==> config.mk <==
export PLATFORM = sky130hd
export DESIGN_NAME = arb_mux_2_1
export DESIGN_NICKNAME = d
export VERILOG_FILES = /design/src/rtl/arb_defs.sv /design/src/rtl/mux_2_1_w.sv /design/src/rtl/arb_mux_2_1.sv
export SDC_FILE = /design/constraint.sdc
export NUM_CORES = 1
export LEC_CHECK = 0
export BUFFER_PORTS_ARGS = -buffer_cell sky130_fd_sc_hd__buf_2
export CORE_MARGIN = 2
export CORE_UTILIZATION = 39
export CTS_CLUSTER_SIZE = 14
export DETAILED_ROUTE_END_ITERATION = 6
export PLACE_DENSITY = 0.83
export SLEW_MARGIN = 20
export SYNTH_ARGS = -nofsm -noshare
export SYNTH_HDL_FRONTEND = slang
export SYNTH_SLANG_ARGS = --single-unit
==> constraint.sdc <==
create_clock -name clk -period 1.84 [get_ports clk]
set_input_delay 0.276 -clock clk [delete_from_list [all_inputs] [get_ports clk]]
set_output_delay 0.276 -clock clk [all_outputs]
set_load 0.02 [all_outputs]
==> src/rtl/arb_defs.sv <==
// Shared definitions for the packet-aware 2:1 arbiter/mux.
// State codes, channel indices and the arbitration pick rule live here.
package arb_defs;

    typedef enum logic {
        ST_IDLE  = 1'b0,
        ST_GRANT = 1'b1
    } state_e;

    localparam logic CH0 = 1'b0;
    localparam logic CH1 = 1'b1;

    // A lone requester wins outright; on contention the priority pointer decides.
    function automatic logic pick_channel(
        input logic v0,
        input logic v1,
        input logic pri
    );
        logic pick;
        if (v0 && v1) begin
            pick = pri;
        end else if (v1) begin
            pick = CH1;
        end else begin
            pick = CH0;
        end
        return pick;
    endfunction

endpackage

==> src/rtl/mux_2_1_w.sv <==
// WIDTH-bit 2:1 select: Y = S ? I[2*WIDTH-1:WIDTH] : I[WIDTH-1:0].
// Built bit by bit so it maps onto plain LUT muxes with no arithmetic.
module mux_2_1_w
    import arb_defs::*;
#(
    parameter int WIDTH = 8
) (
    output logic [WIDTH-1:0]   Y,
    input  logic [2*WIDTH-1:0] I,
    input  logic               S
);

    generate
        for (genvar gi = 0; gi < WIDTH; gi++) begin : g_bit
            assign Y[gi] = (S == CH1) ? I[WIDTH+gi] : I[gi];
        end
    endgenerate

endmodule

==> src/rtl/arb_mux_2_1.sv <==
// Packet-aware round-robin arbiter driving a 2:1 mux into a registered output stage.
// A grant is held from the first beat until the beat flagged last, then priority rotates.
module arb_mux_2_1
    import arb_defs::*;
#(
    parameter int WIDTH = 8
) (
    input  logic             clk,
    input  logic             rst,

    input  logic [WIDTH-1:0] in0_data,
    input  logic             in0_valid,
    input  logic             in0_last,
    output logic             in0_ready,

    input  logic [WIDTH-1:0] in1_data,
    input  logic             in1_valid,
    input  logic             in1_last,
    output logic             in1_ready,

    output logic [WIDTH-1:0] out_data,
    output logic             out_valid,
    output logic             out_last,
    input  logic             out_ready,

    output logic             sel
);

    state_e           state_q, state_d;
    logic             sel_q, sel_d;
    logic             pri_q, pri_d;
    logic             out_valid_q, out_valid_d;
    logic [WIDTH-1:0] out_data_q, out_data_d;
    logic             out_last_q, out_last_d;

    logic [WIDTH-1:0] mux_data;
    logic             mux_last;
    logic             mux_valid;
    logic             out_room;
    logic             granted;
    logic             accept;

    mux_2_1_w #(.WIDTH(WIDTH)) u_data_mux (
        .Y (mux_data),
        .I ({in1_data, in0_data}),
        .S (sel_q)
    );

    mux_2_1_w #(.WIDTH(1)) u_last_mux (
        .Y (mux_last),
        .I ({in1_last, in0_last}),
        .S (sel_q)
    );

    // The output register can take a beat when empty or draining this same edge.
    assign out_room  = !out_valid_q || out_ready;
    assign mux_valid = (sel_q == CH1) ? in1_valid : in0_valid;
    assign granted   = (state_q == ST_GRANT);
    assign accept    = granted && mux_valid && out_room;

    assign in0_ready = granted && (sel_q == CH0) && out_room;
    assign in1_ready = granted && (sel_q == CH1) && out_room;

    always_comb begin
        state_d     = state_q;
        sel_d       = sel_q;
        pri_d       = pri_q;
        out_valid_d = out_valid_q;
        out_data_d  = out_data_q;
        out_last_d  = out_last_q;

        if (out_valid_q && out_ready) begin
            out_valid_d = 1'b0;
        end

        case (state_q)
            ST_IDLE: begin
                if (in0_valid || in1_valid) begin
                    sel_d   = pick_channel(in0_valid, in1_valid, pri_q);
                    state_d = ST_GRANT;
                end
            end
            ST_GRANT: begin
                // A stalled granted channel keeps the grant indefinitely.
                if (accept) begin
                    out_data_d  = mux_data;
                    out_last_d  = mux_last;
                    out_valid_d = 1'b1;
                    if (mux_last) begin
                        state_d = ST_IDLE;
                        pri_d   = ~sel_q;
                    end
                end
            end
            default: begin
                state_d = ST_IDLE;
            end
        endcase
    end

    always_ff @(posedge clk) begin
        if (rst) begin
            state_q     <= ST_IDLE;
            sel_q       <= CH0;
            pri_q       <= CH0;
            out_valid_q <= 1'b0;
            out_data_q  <= '0;
            out_last_q  <= 1'b0;
        end else begin
            state_q     <= state_d;
            sel_q       <= sel_d;
            pri_q       <= pri_d;
            out_valid_q <= out_valid_d;
            out_data_q  <= out_data_d;
            out_last_q  <= out_last_d;
        end
    end

    assign out_data  = out_data_q;
    assign out_valid = out_valid_q;
    assign out_last  = out_last_q;
    assign sel       = sel_q;

endmodule
==> results.md <==
* Sequential cell area fraction in the yosys report at 0.402
* Clock transition at the register clock pins on the worst setup and hold paths after CTS at 0.08 ns
* # placed instances at 113
* Mean post-synth cell area at about 10 um^2
* Worst hold margin at 0.330 ns
* Later-pin clock latency in the skew report at 0.27 ns
* Yosys synthesis warning count at 0
* Post-route worst setup slack at between 0.2 and 0.25 ns
* Largest net degree at the start of global routing at 15
* Number of antenna violations at the first check in global routing at 0
* Top flip-flop cell by instance count after synthesis: dfxtp_1
* Leading cell type by number of instances after synthesis: dfxtp_1
* Achievable clock frequency at 616 MHz
* DR pass1 iterations at 4
* Post-detailed-placement half-perimeter wirelength at around 1200 um
* Starting density of the core at 0.425
* Post-synth net total at about 90
* Setup skew after layout at 0.000776 ns
* Final net count at 125
* Setup TNS at 0 ns
* Required time of the worst setup path at 1.56 ns
* Overall die area at 2000 um^2
* Via density at about 5.6
* Met2 track demand over resource at 0.290
* Power after layout at roughly 0.67 mW
* Number of input and output port buffers inserted at 35
* Cell types with the largest area share after synthesis: dfxtp_1, mux2i_1, a211oi_1
* Clock tree from TritonCTS: done
* Number of violations of the max-capacitance limit at 0
* ANT cells at 0
* Period Utilization, post-route at 0.882
* Area growth from synthesis to final layout at 33.0%
* Worst setup timing slack at the placement stage at 0.395 ns
* Routing usage on met1 at 0.202
* Critical Path Fanout Max at 10
* Via count of the first global-routing pass at 577
* Library cell used as clock root buffer: clkbuf_4
* IO Pins at 36
* Shortest clock period the worst path allows after layout at 1.62 ns
* Post-CTS setup buffer count at 0
* Max rail drop VDD at 0.000367 V
* Remaining routing DRC violations at 0
* Global-route wire length before repair at about 2500 um
* Final core occ at 0.566
* Initial detailed-routing violation count at 12
* Total power divided by cell area at 774 nW/um^2
* Final weighted congestion in routability-driven placement at around 0.74
* Core Footprint at about 1500 um^2
* WS Path Type: register to output pin
* Final hold viol count at 0
* Finish-stage setup viols at 0
* Number of flops mapped to enable cells by yosys at 0
* Die span in y at 44.8 um
* Pin slew with the least headroom to its limit at 0.564 ns
* Fill cell count at 141
* Standard cell area after detailed placement at 835 um^2
* Most heavily used metal layer in global routing: met2
* Max H-tree Level at 1
* Sinks on the clock net at 13
* Final instance area at 862 um^2
* Slew Limit Fails at 0
* Post-synthesis instance total at between 60 and 70
* Cell area after technology mapping at about 650 um^2
* Number of nets with antenna violations after routing at 0
* Setup repair after global routing missed its margin: false
* Number of flip-flops and latches in the synthesized netlist at 13
* Cell variety after synth at 23
* Data arrival time of the critical path at 1.35 ns
* Number of placement rows at 14
* Total vias in the final route at 655
* Setup crit start kind: register
* CTS max path bufs at 2
* Leakage power figure at approximately 0.39 nW
* Number of buffers inserted during clock tree synthesis at 3
* Layout cell share with drive strength beyond 1 at 0.446
* Worst slew slack as a fraction of its limit at 0.622
* List of most frequent post-synthesis cells: dfxtp_1, mux2i_1, a211oi_1, a31oi_1
* Met3 routing resource usage after global routing at 0.0360
* Library cell occupying the most area in the post-synthesis netlist: dfxtp_1
* Share of the synthesized area in the top cell type at 0.402
* Sum of overflow across all layers after global routing at 0
* Hold/Removal Path Class: primary input to register
* Critical Path End Type: output pin
* Tot GR Track Use at 0.166
* Sum of routed wire length over all layers at 1610 um
* # resized after CTS at 0
* Die X-Extent at around 45 um
* Share of async-settable or async-resettable flops after synthesis at 0
* Routed length per instance at 13.8 um
* Count of placed standard cells in the final layout, fillers left out at 117
* Status: completed
* Count of hold buffers inserted by post-cts repair at 0
-- cell type report --
cell class,count,area [um^2],share of cell area
repair buffers,37,190,0.221
well taps,16,20.0,0.0232
clock buffers,3,22.5,0.0261
inverters,2,7.51,0.00871
flip-flops and latches,13,260,0.302
multi-input cells,45,357,0.414
clock inverters,1,5.00,0.00581
-- final timing paths --
path,slack [ns],cells after the start,from,to
hold / removal,0.33,3,in1_valid,sel
setup / recovery,0.22,3,sel,in1_ready
hold reg to reg,0.55,2,out_data[7],out_data[7]
setup reg to reg,0.38,3,sel,out_data[3]
-- per-layer routing --
layer	vias up	routed length, um
li1	322	-
met1	307	635
met2	24	868
met3	2	90
met4	0	16
met5	-	0
-- cells in the final DEF (no fill, tap or decap) --
cell	count
a211oi_1	8
a21oi_1	2
a31oi_1	8
and3_1	1
buf_2	35
buf_4	2
clkbuf_4	3
clkinv_2	1
dfxtp_1	13
inv_1	2
mux2_1	1
mux2_2	1
mux2i_1	9
mux2i_2	1
nand2b_1	1
nor2_1	2
nor2b_1	2
nor3_1	3
nor3_2	1
nor4_4	1
o211ai_1	1
o21ai_0	1
o21ba_1	1
o31a_1	1
-- power by group --
group          leakage, nW  switching [mW]  internal [mW]
Combinational        0.267           0.102         0.0753
Clock               0.0177          0.0933         0.0803
Sequential           0.107          0.0129          0.304
-- logic make-up after synthesis --
family / count (synthesis) / share of synthesized area
AND/OR/NAND/NOR: 11 / 0.122
flip-flops: 13 / 0.402
buffers and inverters: 7 / 0.0483
multiplexers: 12 / 0.195
AO/OA/AOI/OAI: 22 / 0.234
-- sequential cells by signal, indices dropped and copies added, names as in the netlist --
signal,cells
out_data,8
granted,1
out_last,1
out_valid,1
pri_q,1
sel,1
-- critical path, cell delays in order, from the launching register on --
cell     delay, ns
dfxtp_1       0.49
buf_4         0.26
and3_1        0.16
buf_2         0.16
No activity file was read; power rests on OpenSTA's default activity.
